===== src/rtl/rf_wb_arbiter.sv =====
// Register-file write-port arbiter: merges WB-stage writes with long-latency results queued in a small FIFO, and tracks pending long-latency destinations.
// Latency: a pipe write commits in the cycle it is presented; an LU result commits no earlier than the cycle after it is pushed.
// Backpressure: lu_ready drops while the FIFO is full; wb_stall holds the pipeline for one cycle after the FIFO head has waited STARVE_LIMIT cycles.
module rf_wb_arbiter #(
  parameter int DEPTH        = 4,
  parameter int STARVE_LIMIT = 3
) (
  input  logic        clk,
  input  logic        rst,
  input  logic        pipe_wr,
  input  logic [4:0]  pipe_rd,
  input  logic [31:0] pipe_wd,
  input  logic        lu_valid,
  output logic        lu_ready,
  input  logic [4:0]  lu_rd,
  input  logic [31:0] lu_wd,
  input  logic        issue_valid,
  input  logic [4:0]  issue_rd,
  input  logic [4:0]  q_rs1,
  input  logic [4:0]  q_rs2,
  output logic        busy1,
  output logic        busy2,
  output logic        wb_stall,
  output logic        RFWr,
  output logic [4:0]  A3,
  output logic [31:0] WD
);

  localparam int AW = (DEPTH > 1) ? $clog2(DEPTH) : 1;
  localparam int CW = AW + 1;
  localparam int SW = $clog2(STARVE_LIMIT + 1);

  logic [4:0]    r_mem_rd [DEPTH];
  logic [31:0]   r_mem_wd [DEPTH];
  logic [AW-1:0] r_wptr;
  logic [AW-1:0] r_rptr;
  logic [CW-1:0] r_count;
  logic [31:0]   r_busy;
  logic [SW-1:0] r_starve;
  logic          r_wb_stall;

  logic          w_fifo_ne;
  logic          w_push;
  logic          w_pipe_vld;
  logic          w_sel_fifo;
  logic          w_pop;
  logic [4:0]    w_head_rd;
  logic [31:0]   w_head_wd;
  logic [SW-1:0] w_starve_nxt;

  assign w_fifo_ne  = (r_count != '0);
  assign lu_ready   = (r_count != CW'(DEPTH));
  assign w_push     = lu_valid && lu_ready;
  assign w_head_rd  = r_mem_rd[r_rptr];
  assign w_head_wd  = r_mem_wd[r_rptr];
  // A stalled pipeline never gets the port; x0 writes are not requests.
  assign w_pipe_vld = pipe_wr && (pipe_rd != 5'd0) && !r_wb_stall;
  // FIFO wins when the pipe is stalled or idle.
  assign w_sel_fifo = w_fifo_ne && (r_wb_stall || !w_pipe_vld);
  assign w_pop      = w_sel_fifo && !rst;

  // Drive the single RF write port from the selected source; x0 FIFO entries pop silently.
  always_comb begin
    RFWr = 1'b0;
    A3   = 5'd0;
    WD   = 32'd0;
    if (!rst) begin
      if (w_sel_fifo) begin
        RFWr = (w_head_rd != 5'd0);
        A3   = w_head_rd;
        WD   = w_head_wd;
      end else if (w_pipe_vld) begin
        RFWr = 1'b1;
        A3   = pipe_rd;
        WD   = pipe_wd;
      end
    end
  end

  // Result storage; contents are meaningless once the count says empty, so no reset needed.
  always_ff @(posedge clk) begin
    if (w_push) begin
      r_mem_rd[r_wptr] <= lu_rd;
      r_mem_wd[r_wptr] <= lu_wd;
    end
  end

  // FIFO pointers and occupancy; pointers wrap naturally at the power-of-2 depth.
  always_ff @(posedge clk or posedge rst) begin
    if (rst) begin
      r_wptr  <= '0;
      r_rptr  <= '0;
      r_count <= '0;
    end else begin
      if (w_push) r_wptr <= r_wptr + AW'(1);
      if (w_pop)  r_rptr <= r_rptr + AW'(1);
      case ({w_push, w_pop})
        2'b10:   r_count <= r_count + CW'(1);
        2'b01:   r_count <= r_count - CW'(1);
        default: r_count <= r_count;
      endcase
    end
  end

  // Count cycles the head waits without popping; any pop or an empty FIFO restarts it.
  assign w_starve_nxt = (w_pop || !w_fifo_ne) ? '0 : r_starve + SW'(1);

  // Starvation counter and the one-cycle stall it triggers on reaching the limit.
  always_ff @(posedge clk or posedge rst) begin
    if (rst) begin
      r_starve   <= '0;
      r_wb_stall <= 1'b0;
    end else begin
      r_starve   <= w_starve_nxt;
      r_wb_stall <= (w_starve_nxt == SW'(STARVE_LIMIT));
    end
  end

  assign wb_stall = r_wb_stall;

  // Pending-write scoreboard: clear on FIFO commit, then set on issue so a same-register set wins.
  always_ff @(posedge clk or posedge rst) begin
    if (rst) begin
      r_busy <= '0;
    end else begin
      if (w_pop && (w_head_rd != 5'd0)) r_busy[w_head_rd] <= 1'b0;
      if (issue_valid && (issue_rd != 5'd0)) r_busy[issue_rd] <= 1'b1;
    end
  end

  // A register committing from the FIFO this cycle is not busy: the RF bypass supplies WD.
  assign busy1 = (q_rs1 != 5'd0) && r_busy[q_rs1] && !(w_pop && (w_head_rd == q_rs1));
  assign busy2 = (q_rs2 != 5'd0) && r_busy[q_rs2] && !(w_pop && (w_head_rd == q_rs2));

endmodule

===== config.mk =====
export PLATFORM = sky130hd
export DESIGN_NAME = rf_wb_arbiter
export DESIGN_NICKNAME = d
export VERILOG_FILES = /design/src/rtl/rf_wb_arbiter.sv
export SDC_FILE = /design/constraint.sdc
export NUM_CORES = 1
export LEC_CHECK = 0
export ABC_CLOCK_PERIOD_IN_PS = 2750
export CAP_MARGIN = 20
export CORE_MARGIN = 1.5
export CORE_UTILIZATION = 43
export CTS_CLUSTER_DIAMETER = 60
export DETAILED_ROUTE_END_ITERATION = 10
export GPL_ROUTABILITY_DRIVEN = 1
export PLACE_DENSITY = 0.69
export SETUP_SLACK_MARGIN = 0.02
export SKIP_LAST_GASP = 1
export SYNTH_ARGS = -nofsm -noshare
export SYNTH_HDL_FRONTEND = slang
export SYNTH_SLANG_ARGS = --single-unit

===== constraint.sdc =====
create_clock -name clk -period 2.75 [get_ports clk]
set_clock_uncertainty 0.1 [all_clocks]
set_input_delay 0.6875 -clock clk [delete_from_list [all_inputs] [get_ports clk]]
set_output_delay 0.6875 -clock clk [all_outputs]
set_load 0.005 [all_outputs]

# After elaboration in Yosys (flattened, before gate mapping)
# Memories as Yosys holds them, arrays and structs flattened.
# Cells that the tools add are included.
[word_totals]
mem_count = 2
input_bits = 94
romBits = 0
wordCells = 81
reg_bits = 42
latch_bits = 0
mem_bits_rw = 148
output_inout_bits = 42
[op_classes]
magnitude_cmp = 6
n_div = 0
eq_ne = 6
n_mul = 0
shifts = 0
reduce_logical = 30
addsub = 5
n_mux = 23
n_bitwise = 3
[mem_list]
columns = ["name", "depth", "word_bits", "read_ports", "rd_ports_with_merged_regs", "wr", "line", "source"]
rows = [
  ["r_mem_wd", 4, 32, 1, 0, 1, "34", "logic [31:0] r_mem_wd [DEPTH];"],
  ["r_mem_rd", 4, 5, 1, 0, 1, "33", "logic [4:0] r_mem_rd [DEPTH];"],
]
[op_table]
columns = ["operator", "count"]
rows = [
  ["32-bit 2-to-1 mux", 5],
  ["32-bit AND", 1],
  ["32-bit inverter", 1],
  ["32-bit bitwise OR", 1],
  ["5-bit nonzero test", 5],
  ["5-bit by 6-bit < comparator with 1-bit output, second input constant", 4],
  ["1-bit logical AND", 15],
  ["5-bit 2-to-1 mux", 3],
  ["1-bit binary-select mux with 5-bit select", 2],
  ["1-bit demux with 5-bit select", 2],
  ["5-bit == test", 2],
  ["5-bit by 1-bit greater-or-equal comparator with 1-bit output, second input constant", 2],
  ["1-bit 2-to-1 mux", 9],
  ["2-bit by 1-bit adder with 2-bit output, second input constant", 3],
  ["1-bit zero test", 6],
  ["3-bit one-hot mux with 2 select lines", 1],
  ["2-bit == test, second input constant", 2],
  ["3-bit by 1-bit adder with 3-bit output, second input constant", 1],
  ["3-bit != test, second input constant", 1],
  ["3-bit nonzero test", 1],
  ["3-bit by 1-bit subtractor with 3-bit output, second input constant", 1],
  ["2-bit by 1-bit == test with 1-bit output, second input constant", 1],
  ["1-bit logical OR", 2],
  ["2-bit 2-to-1 mux", 1],
  ["2-bit nonzero test", 1],
]

# Depth between registers and ports, before layout
# Gate-level depths: netlist (run 1).
[depth]
ltp_word = 11
mapped_depth = 11
depth_no_buf = 10

# Least setup slack after synthesis (run 1)
# Ideal clock, no wire load.
[synth_timing]
path_kind = "input -> register"
from = "in pipe_rd[2]"
to = "reg r_count[2]"
path_buffers = 1
setup_ns = 0.079
required_ns = 2.571
t_arrival_ns = 2.990
path_slack_ns = -0.419
cell_stages = 11
path_cell_list = "or4_4 -> o21ai_1 -> nand2_1 -> inv_2 -> buf_2 -> ha_1 -> inv_1 -> fa_1 -> xor2_1 -> nor2_1 -> xor2_1"
[synth_via]
elab_chain_len = 9
elab_cells_between_ends = 11
cone_classes = "2 x eq/ne; 1 x mux; 8 x reduce/logical"
[synth_rtl]
columns = ["item", "line", "source"]
rows = [
  ["start: declaration", "11", "input logic [4:0] pipe_rd,"],
  ["5-bit nonzero test (*)", "57", "assign w_pipe_vld = pipe_wr && (pipe_rd != 5'd0) && !r_wb_stall;"],
  ["1-bit logical AND (*) (2 in series)", "57", ""],
  ["1-bit zero test (*)", "59", "assign w_sel_fifo = w_fifo_ne && (r_wb_stall || !w_pipe_vld);"],
  ["1-bit logical OR (*)", "59", ""],
  ["1-bit logical AND (*)", "59", ""],
  ["1-bit logical AND (*)", "60", "assign w_pop = w_sel_fifo && !rst;"],
  ["net w_pop", "46", "logic w_pop;"],
  ["2-bit by 1-bit == test with 1-bit output / 2-bit == test (equally long branches)", "97", "case ({w_push, w_pop})"],
  ["3-bit one-hot mux with 2 select lines / 2-bit nonzero test (equally long branches)", "--", ""],
  ["end signal: assignment", "98", "2'b10: r_count <= r_count + CW'(1);"],
  ["end signal: assignment", "99", "2'b01: r_count <= r_count - CW'(1);"],
  ["end signal: assignment", "100", "default: r_count <= r_count;"],
  ["end: declaration", "37", "logic [CW-1:0] r_count;"],
]
# The timed path passes the listed nets; every way through them passes the cells marked *.
# A chain may end at the register's enable or synchronous reset.

# Worst setup path after layout (run 1)
[layout_timing]
from = "reg r_rptr[0]"
to = "out busy1"
[layout_via]
elab_chain_len = 5
[layout_rtl]
columns = ["item", "line", "source"]
rows = [
  ["start: declaration", "36", "logic [AW-1:0] r_rptr;"],
  ["start signal: assignment", "96", "if (w_pop) r_rptr <= r_rptr + AW'(1);"],
  ["memory 4 x 5 bit", "--", ""],
  ["5-bit == test", "132", "assign busy1 = (q_rs1 != 5'd0) && r_busy[q_rs1] && !(w_pop && (w_head_rd == q_rs1));"],
  ["1-bit logical AND", "132", ""],
  ["1-bit zero test", "132", ""],
  ["1-bit logical AND", "132", ""],
  ["end: declaration", "21", "output logic busy1,"],
]
# Every way passes these cells.

==> flow_metrics.env, run 1 <==
export IMPL_status="complete, but fails checks"
export IMPL_violations="setup timing"
export IMPL_grt_overflow=0
export IMPL_first_iter_violations=432
export IMPL_swShare=0.3269
export IMPL_chipWidth_microns=142.5
export IMPL_grt_pass1_vias=6098
export IMPL_core_area_sq_mm=0.01889
export IMPL_reg2reg_setup_slack_ns=0.18
export IMPL_crit_required_ns=1.96
export IMPL_p_leak_uw=0.004255
export IMPL_vias=5676
export IMPL_syn_inst=532
export IMPL_crit_chain="mux4_2 > buf_6 > xor2_2 > nor4_4 > a311oi_1 > buf_2"
export IMPL_min_path_type="flip-flop to flip-flop"
export IMPL_whs_path_depth=0
export IMPL_drv_cap=0
export IMPL_worstSetupStartpointType="flip-flop"
export IMPL_synth_cell_types=48
export IMPL_p_switching_uw=3694
export IMPL_syn_to_final_growth_pct=39.11
export IMPL_setup_viol=41
export IMPL_stdcell_count=1025
export IMPL_crit_family="multiplexers"
export IMPL_dieHeight_microns=142.5
export IMPL_syn_avg_cell_area_sq_um=15.72
export IMPL_worst_slew_pin_slew_ns=0.5057
export IMPL_cp_arrival_ns=2.39
export IMPL_row_count=50
export IMPL_fin_crit_sh=1.156
export IMPL_grt_first_pass_wirelength_mm=34.09
export IMPL_dp_hpwl_mm=13.77
export IMPL_synth_edf_count=148
export IMPL_clock_latency_ns=0.42
export IMPL_layout_nets=854
export IMPL_drt_vias_per_instance=5.538
export IMPL_slowest_stage="mux4_2"
export IMPL_fin_total_pwr_uw=11300
export IMPL_rsz0062_at_grt="yes"
export IMPL_critPathCaptureType="output port"
export IMPL_grt_max_degree=34
export IMPL_antenna_found_initial=1
export IMPL_crit_fanout=6
export IMPL_clock_sinks=190
export IMPL_timing_fmax_mhz=314.6
export IMPL_worst_path_buf_inv=2
export IMPL_pin_count=136
export IMPL_wirelength_mm=22.04
export IMPL_gp_congestion=0.8625
export IMPL_synth_seq_area_share=0.6571
export IMPL_die_area_sq_mm=0.02029
export IMPL_start_util=0.4426
export IMPL_clk_pin_slew_ns=0.07
export IMPL_clock_power_share=0.202
export IMPL_cts_hold_buffers_added=0
export IMPL_numCtsBuffers=17
export IMPL_clockBufferDepth=2
export IMPL_routedWlPerCell_microns=21.51
export IMPL_ff2ff_path_depth=13
export IMPL_yosys_warnings=0
export IMPL_pwr_share_comb=0.423
export IMPL_port_buffers=135
export IMPL_max_slew_margin=0.6610
export IMPL_synth_seq_cells=190
export IMPL_setup_slack_ns=-0.4289
export IMPL_grtUsageTotal=0.2277
export IMPL_p_int_uw=7605
export IMPL_period_needed_ns=3.179
export IMPL_irDropWorstVdd_uv=554.1
export IMPL_synth_async_reset_ratio=0.2211
export IMPL_cts_tree="built"
export IMPL_crit_cells=6
export IMPL_root_buffer="clkbuf_16"
export IMPL_drv_slew=0
export IMPL_syn_nets=632
export IMPL_htree_levels=4
export IMPL_antenna_cells=0
export IMPL_place_inst=952
export IMPL_drc=0
export IMPL_post_route_util=0.6158
export IMPL_max_stage_delay_ns=0.62
export IMPL_layout_drive_gt1_share=0.3830
export IMPL_hold_violations=0
export IMPL_postRouteAntennaNets=0
export IMPL_synthesis_area_sq_mm=0.008363
export IMPL_worstSetupPathType="flip-flop to output port"
export IMPL_first_pass_iters=4
export IMPL_design_area_sq_mm=0.01163
export IMPL_synth_flop_cell="edfxtp_1"
export IMPL_pwr_share_seq=0.375
export IMPL_p_per_area_mw_per_mm2=971.2
export IMPL_dpl_cell_area_sq_mm=0.01047
==> worst paths after layout <==
kind,end,from
worst min register to register,r_busy[0],r_busy[0]
max in group asynchronous,r_rptr[0],rst
worst max register to register,r_count[2],r_count[1]
worst min-delay path,r_busy[0],r_busy[0]
min in group asynchronous,r_starve[1],rst
worst max-delay path,busy1,r_rptr[0]
==> logic make-up after synthesis <==
family          synth area share
compound gates           0.07735
xor+xnor                 0.01780
fa+ha+maj               0.009874
buf+inv                  0.02394
flops                     0.6571
mux                       0.1511
simple gates             0.06284
==> sequential cells by signal, summed over array words and instances (netlist names) <==
register / cells
r_starve: 2
wb_stall: 1
r_busy: 32
r_mem_wd: 128
r_count: 3
r_mem_rd: 20
r_rptr: 2
r_wptr: 2
==> cells in the mapped netlist, drive strengths merged, types with 2 or more instances <==
library cell / n / area share
mux4: 52 / 0.14
nand4: 2 / 0.0015
ha: 5 / 0.0075
or4: 3 / 0.0040
nand2: 11 / 0.0049
o21ai: 63 / 0.038
nor4: 3 / 0.0022
nor3: 4 / 0.0024
a21oi: 24 / 0.014
xor2: 8 / 0.0084
a22o: 12 / 0.013
o41ai: 3 / 0.0031
a22oi: 2 / 0.0018
or3b: 5 / 0.0052
clkbuf: 16 / 0.0073
inv: 10 / 0.0045
mux2: 2 / 0.0027
a211oi: 2 / 0.0018
dfrtp: 42 / 0.13
nor2: 52 / 0.023
mux2i: 7 / 0.0084
and3: 4 / 0.0030
and2: 3 / 0.0022
nand3b: 7 / 0.0063
buf: 16 / 0.012
nand3: 4 / 0.0024
xnor2: 9 / 0.0094
edfxtp: 148 / 0.53
or2: 2 / 0.0015
==> worst register-to-register path, delay by kind of cell, from the launching register on <==
family	cells	cell delay (ns)
xor+xnor	2	0.30
flops	1	0.39
fa+ha+maj	1	0.15
simple gates	4	0.89
buf+inv	6	0.68
==> layout by cell type (no fill, tap or decap), drive strengths merged, types with 3 or more instances in the layout <==
master,count
edfxtp,148
buf,137
clkdlybuf4s50,84
o21ai,63
nor2,53
mux4,52
dfrtp,42
a21oi,24
clkbuf,20
inv,14
a22o,12
nand2,11
xnor2,9
xor2,8
mux2i,7
nand3b,7
dlygate4sd2,6
clkinv,6
ha,5
or3b,5
nand3,4
and3,4
or2,4
nor3,4
or4,3
and2,3
o41ai,3
nor4,3
==> area by class of cell <==
| type | count | area [sq um] |
|---|---|---|
| well taps | 260 | 325.3 |
| clock buffers | 18 | 429.2 |
| fillers | 1415 | 7259 |
| repair buffers | 232 | 2205 |
| inverters | 10 | 50.05 |
| clock inverters | 12 | 112.6 |
| multi-input cells | 303 | 3014 |
| flip-flops and latches | 190 | 5498 |
==> metrics by stage <==
stage / TNS, ns / hold WS, ns / setup slack [ns]
floorplan: -0.8864 / 0.3246 / -0.08282
CTS: -12.51 / 0.2810 / -0.4252
detailed placement: -56.13 / 0.2659 / -1.211
global placement: -52.94 / 0.2637 / -1.153
global route: -15.58 / 0.3006 / -0.5123
finish: -13.37 / 0.2772 / -0.4289
==> repair_timing <==
item                                    in CTS  in global routing
pin swaps                                   39                 25
setup buffers                               32                 10
gates resized for setup                    266                 23
cloned                                       5                  3
endpoints found under the setup margin      53                 42
==> power groups by stage <==
stage | clock network [uW] | registers (uW) | logic, uW
2_1_floorplan | 0 | 4150 | 2480
3_3_place_gp | 0 | 4240 | 3990
3_5_place_dp | 0 | 4280 | 4080
4_1_cts | 2320 | 4230 | 4610
5_1_grt | 2440 | 4310 | 5130
6_report | 2280 | 4230 | 4780
==> routing by layer <==
| layer | wire length, microns | part of all wire | up-vias | track usage |
|---|---|---|---|---|
| met1 | 9139 | 0.41 | 2909 | 0.3021 |
| li1 | - | - | 2534 | - |
| met5 | 10 | 0.00045 | - | 0 |
| met2 | 11160 | 0.51 | 213 | 0.3784 |
| met3 | 1499 | 0.068 | 18 | 0.03903 |
| met4 | 235 | 0.011 | 2 | 0.08519 |
Note: power is estimated with default switching activity, not from simulation.
==> run 2: changes to the inputs <==
- RECOVER_POWER: default -> 100
==> flow_metrics.env, run 2 (synthesis results as in run 1) <==
export IMPL_max_stage_delay_ns=0.62
export IMPL_pin_count=136
export IMPL_first_pass_iters=5
export IMPL_worst_slew_pin_slew_ns=0.8652
export IMPL_min_to="r_busy[0]"
export IMPL_wirelength_mm=22.07
export IMPL_grt_pass1_vias=6098
export IMPL_postRouteAntennaNets=0
export IMPL_p_per_area_mw_per_mm2=971.1
export IMPL_cts_tree="built"
export IMPL_gp_congestion=0.8625
export IMPL_layout_commonest_cell="edfxtp_1"
export IMPL_vias=5754
export IMPL_clock_latency_ns=0.42
export IMPL_layout_nets=854
export IMPL_timing_fmax_mhz=313.4
export IMPL_fill_cells=1434
export IMPL_max_slew_margin=0.4232
export IMPL_min_path_type="flip-flop to flip-flop"
export IMPL_violations="setup timing"
export IMPL_port_buffers=135
export IMPL_row_count=50
export IMPL_setup_slack_ns=-0.4408
export IMPL_antenna_found_initial=3
export IMPL_r2r_end="r_busy[14]"
export IMPL_reg2reg_setup_slack_ns=0.08
export IMPL_hold_violations=0
export IMPL_root_buffer="clkbuf_16"
export IMPL_ff2ff_path_depth=7
export IMPL_crit_fanout=6
export IMPL_dp_hpwl_mm=13.77
export IMPL_layout_drive_gt1_share=0.3608
export IMPL_irDropWorstVdd_uv=553.3
export IMPL_status="complete, but fails checks"
export IMPL_drc=0
export IMPL_post_route_util=0.6095
export IMPL_regMostFlops="r_mem_wd"
export IMPL_crit_required_ns=1.96
export IMPL_rsz0062_at_grt="yes"
export IMPL_setup_viol=41
export IMPL_clk_pin_slew_ns=0.07
export IMPL_drt_vias_per_instance=5.603
export IMPL_whs_ns=0.2774
export IMPL_grt_first_pass_wirelength_mm=34.09
export IMPL_drv_cap=0
export IMPL_drv_slew=0
export IMPL_fin_crit_sh=1.160
export IMPL_grt_overflow=0
export IMPL_final_cell_mix="edfxtp_1 (148), mux4_2 (52), o21ai_0 (49)"
export IMPL_first_iter_violations=426
export IMPL_cp_arrival_ns=2.40
export IMPL_die_area_sq_mm=0.02029
export IMPL_critPathCaptureType="output port"
export IMPL_whs_path_depth=0
export IMPL_worstSetupPathType="flip-flop to output port"
export IMPL_chipWidth_microns=142.5
export IMPL_p_leak_uw=0.004207
export IMPL_clockBufferDepth=2
export IMPL_grtUsageTotal=0.2277
export IMPL_largest_register_ffs=128
export IMPL_top_layer="met5"
export IMPL_numCtsBuffers=17
export IMPL_worstSetupStartpointType="flip-flop"
export IMPL_setup_worst_path_start="r_rptr[0]"
export IMPL_min_from="r_busy[0]"
export IMPL_wl_met3_mm=1.332
export IMPL_dieHeight_microns=142.5
export IMPL_core_area_sq_mm=0.01889
export IMPL_clock_sinks=190
export IMPL_start_util=0.4426
export IMPL_grt_max_degree=34
export IMPL_wl_met1_mm=9.296
export IMPL_crit_reg2reg_launch="r_rptr[0]"
export IMPL_met2WireLength_mm=11.06
export IMPL_routedWlPerCell_microns=21.49
export IMPL_syn_to_final_growth_pct=37.69
export IMPL_period_needed_ns=3.191
export IMPL_crit_chain="mux4_2 > buf_6 > xor2_2 > nor4_4 > a311oi_1 > buf_2"
export IMPL_reg_top3="r_mem_wd: 128 flops, r_busy: 32 flops, r_mem_rd: 20 flops"
export IMPL_slowest_stage="mux4_2"
export IMPL_htree_levels=4
## run 2: per-stage QoR
| stage | instances | total power [uW] | setup slack (ns) | TNS [ns] | instance area (sq um) |
|---|---|---|---|---|---|
| 6_report | 1027 | 11180 | -0.4408 | -14.69 | 11510 |
| 3_5_place_dp | 952 | 8361 | -1.211 | -56.13 | 10470 |
| 2_1_floorplan | 532 | 6626 | -0.08282 | -0.8864 | 8434 |
| 5_1_grt | 1026 | 11750 | -0.5123 | -17.93 | 11510 |
| 3_3_place_gp | 952 | 8224 | -1.153 | -52.94 | 10470 |
| 4_1_cts | 1016 | 11160 | -0.4252 | -12.51 | 11460 |
## run 2: critical path, delay by kind of cell (launching register included)
kind            cells  cell delay, ns
compound gates      1            0.14
flops               1            0.47
mux                 1            0.62
simple gates        1            0.29
buf+inv             2            0.31
xor+xnor            1            0.15
## run 2: repair_timing
item                                    4_1_cts  5_1_grt
endpoints found under the setup margin       53       42
pin swaps                                    39       25
gates resized for setup                     266       23
cloned                                        5        3
hold buffers                                  0        0
setup buffers                                32       10
## run 2: routing by layer
metal	track usage	vias up
met5	0	-
met4	0.08519	2
met3	0.03903	29
met2	0.3784	229
met1	0.3021	2961
li1	-	2533
## run 2: area by class of cell
| type | instances | area, sq um | share of cell area |
|---|---|---|---|
| Antenna cell | 2 | 5.005 | 0.0004346 |
| Sequential cell | 190 | 5498 | 0.4775 |
| Multi-Input combinational cell | 303 | 3003 | 0.2608 |
| Clock inverter | 12 | 112.6 | 0.009779 |
| Inverter | 10 | 50.05 | 0.004346 |
| Timing Repair Buffer | 232 | 2092 | 0.1817 |
| Clock buffer | 18 | 429.2 | 0.03727 |
| Tap cell | 260 | 325.3 | 0.02825 |
## run 2: where the power goes
| part | total (uW) | internal [uW] | switching [uW] |
|---|---|---|---|
| combinational | 4650 | 2350 | 2290 |
| sequential | 4240 | 3890 | 348 |
| clock | 2290 | 1250 | 1050 |
| total | 11200 | 7490 | 3690 |
## run 2: how the worst max path moves through the flow
stage	to	slack [ns]	cells after the start
2_1_floorplan	r_count[2]	-0.08	11
3_3_place_gp	WD[19]	-1.15	10
3_5_place_dp	WD[24]	-1.21	10
4_1_cts	busy1	-0.43	6
5_1_grt	busy1	-0.51	6
6_report	busy1	-0.44	6
==> run 3: changes to the inputs <==
- GPL_TIMING_DRIVEN: default -> 0
==> flow_metrics.env, run 3 (synthesis results as in run 1) <==
export IMPL_numCtsBuffers=17
export IMPL_row_count=50
export IMPL_chipWidth_microns=142.5
export IMPL_largest_register_ffs=128
export IMPL_postRouteAntennaNets=0
export IMPL_tns_ns=-15.33
export IMPL_ff2ff_path_depth=4
export IMPL_grt_overflow=0
export IMPL_clk_pin_slew_ns=0.08
export IMPL_cts_hold_buffers_added=0
export IMPL_regMostFlops="r_mem_wd"
export IMPL_worstSetupStartpointType="input port"
export IMPL_irDropWorstVdd_uv=605.8
export IMPL_antenna_found_initial=5
export IMPL_grt_pass1_vias=5944
export IMPL_period_needed_ns=3.218
export IMPL_final_cell_mix="edfxtp_1 (148), o21ai_0 (54), mux4_2 (52)"
export IMPL_reg2reg_setup_slack_ns=0.19
export IMPL_crit_chain="buf_6 > or4_4 > o21a_1 > or2_4 > clkbuf_8 > buf_6 > nor2_2 > nor2_1 > buf_2"
export IMPL_dp_hpwl_mm=13.25
export IMPL_pwr_share_seq=0.375
export IMPL_swShare=0.3320
export IMPL_vias=5677
export IMPL_rsz0062_at_grt="yes"
export IMPL_status="complete, but fails checks"
export IMPL_cts_tree="built"
export IMPL_crit_end="WD[17]"
export IMPL_pwr_share_comb=0.412
export IMPL_drv_slew=43
export IMPL_worst_path_buf_inv=4
export IMPL_drc=0
export IMPL_grt_max_degree=43
export IMPL_fill_cells=1441
export IMPL_core_area_sq_mm=0.01889
export IMPL_clockBufferDepth=2
export IMPL_wirelength_mm=20.78
export IMPL_min_path_type="flip-flop to flip-flop"
export IMPL_timing_fmax_mhz=310.7
export IMPL_drt_vias_per_instance=5.604
export IMPL_layout_nets=837
export IMPL_p_leak_uw=0.004156
export IMPL_layout_commonest_cell="edfxtp_1"
export IMPL_root_buffer="clkbuf_16"
export IMPL_worst_slew_pin_slew_ns=1.627
export IMPL_crit_top_cell="buf_6"
export IMPL_slowest_stage="or4_4"
export IMPL_fin_total_pwr_uw=11260
export IMPL_pin_count=136
export IMPL_gp_congestion=0.8453
export IMPL_setup_viol=41
export IMPL_reg_top3="r_mem_wd: 128 flops, r_busy: 32 flops, r_mem_rd: 20 flops"
export IMPL_drv_cap=1
export IMPL_grt_first_pass_wirelength_mm=31.92
export IMPL_first_pass_iters=5
export IMPL_htree_levels=4
export IMPL_hold_violations=0
export IMPL_max_stage_delay_ns=0.55
export IMPL_port_buffers=124
export IMPL_stdcell_count=1013
export IMPL_grtUsageTotal=0.2136
export IMPL_p_per_area_mw_per_mm2=988.5
export IMPL_clock_sinks=190
export IMPL_crit_reg2reg_launch="r_count[0]"
export IMPL_syn_to_final_growth_pct=36.24
export IMPL_p_switching_uw=3739
export IMPL_clock_latency_ns=0.43
export IMPL_layout_drive_gt1_share=0.3600
export IMPL_dpl_worst_slack_ns=-1.804
export IMPL_place_inst=920
export IMPL_max_slew_margin=-0.08597
export IMPL_r2r_end="r_mem_wd[2][6]"
export IMPL_critPathCaptureType="output port"
export IMPL_crit_fanout=6
export IMPL_fin_crit_sh=1.170
export IMPL_die_area_sq_mm=0.02029
export IMPL_worstSetupPathType="input port to output port"
export IMPL_clock_power_share=0.213
export IMPL_routedWlPerCell_microns=20.51
export IMPL_crit_required_ns=1.96
export IMPL_setup_slack_ns=-0.4683
export IMPL_post_route_util=0.6030
export IMPL_start_util=0.4426
export IMPL_cp_arrival_ns=2.43
export IMPL_crit_family="simple AND/OR/NAND/NOR gates"
export IMPL_setup_worst_path_start="pipe_rd[1]"
export IMPL_dieHeight_microns=142.5
export IMPL_crit_cells=9
export IMPL_first_iter_violations=387
export IMPL_p_int_uw=7523
export IMPL_violations="capacitance limit, slew limit, setup timing"
-- run 3: cell count changes in the layout (fill, tap and decap cells not counted), moves of 6 or more --
cell             before  now
buf_12                8    2
nor2_1               37   27
clkdlybuf4s50_1      46   40
clkbuf_2              4   12
buf_4                44   30
buf_8                 5   13
a21oi_1              11   18
buf_6                17   23
nor2_4               11   19
a21oi_2              11    5
-- run 3: cell type report --
class	instances	area [sq um]	share of cell area
antenna	3	7.507	0.0006589
buffer	31	295.3	0.02592
clock buffer	18	429.2	0.03767
clock inverter	14	150.1	0.01318
inverter	10	50.05	0.004393
multi-input combinational	300	2960	0.2598
sequential	190	5497	0.4824
tap	260	325.3	0.02855
timing repair buffer	187	1679	0.1474
-- run 3: worst min-delay path by stage --
| stage | start | endpoint | cells after the start |
|---|---|---|---|
| floorplan | r_busy[0] | r_busy[0] | 1 |
| global placement | r_busy[0] | r_busy[0] | 1 |
| detailed placement | r_busy[0] | r_busy[0] | 1 |
| CTS | r_starve[0] | r_starve[0] | 1 |
| global route | r_busy[0] | r_busy[0] | 1 |
| finish | r_busy[0] | r_busy[0] | 1 |
-- run 3: worst register-to-register path: cells and delay by family (launching register included) --
family	cells	cell delay, ns
buf+inv	2	0.89
flops	1	0.43
simple gates	2	0.74
-- run 3: power by group through the flow --
stage | registers (uW) | logic (uW) | clock network [uW]
2_1_floorplan | 4150 | 2480 | 0
3_3_place_gp | 4230 | 3710 | 0
3_5_place_dp | 4250 | 3860 | 0
4_1_cts | 4200 | 4540 | 2430
5_1_grt | 4290 | 5000 | 2540
6_report | 4220 | 4640 | 2400
-- run 3: through the flow --
stage               area [sq um]  hold slack (ns)
floorplan                   8434           0.3246
global placement           10000           0.3441
detailed placement         10090           0.3575
CTS                        11240           0.3677
global route               11390           0.3998
finish                     11390           0.3661
-- run 3: per-layer routing --
| metal | vias up | track usage | wire length [microns] |
|---|---|---|---|
| li1 | 2499 | - | - |
| met1 | 2852 | 0.2693 | 8415 |
| met2 | 278 | 0.3495 | 10330 |
| met3 | 44 | 0.05787 | 1477 |
| met4 | 4 | 0.09007 | 535 |
| met5 | - | 0 | 20 |
-- run 3: repair_timing --
item,4_1_cts,5_1_grt
setup buffers,42,16
cloned,3,0
setup endpoints to repair,42,42
pin swaps,47,32
gates resized for setup,269,41
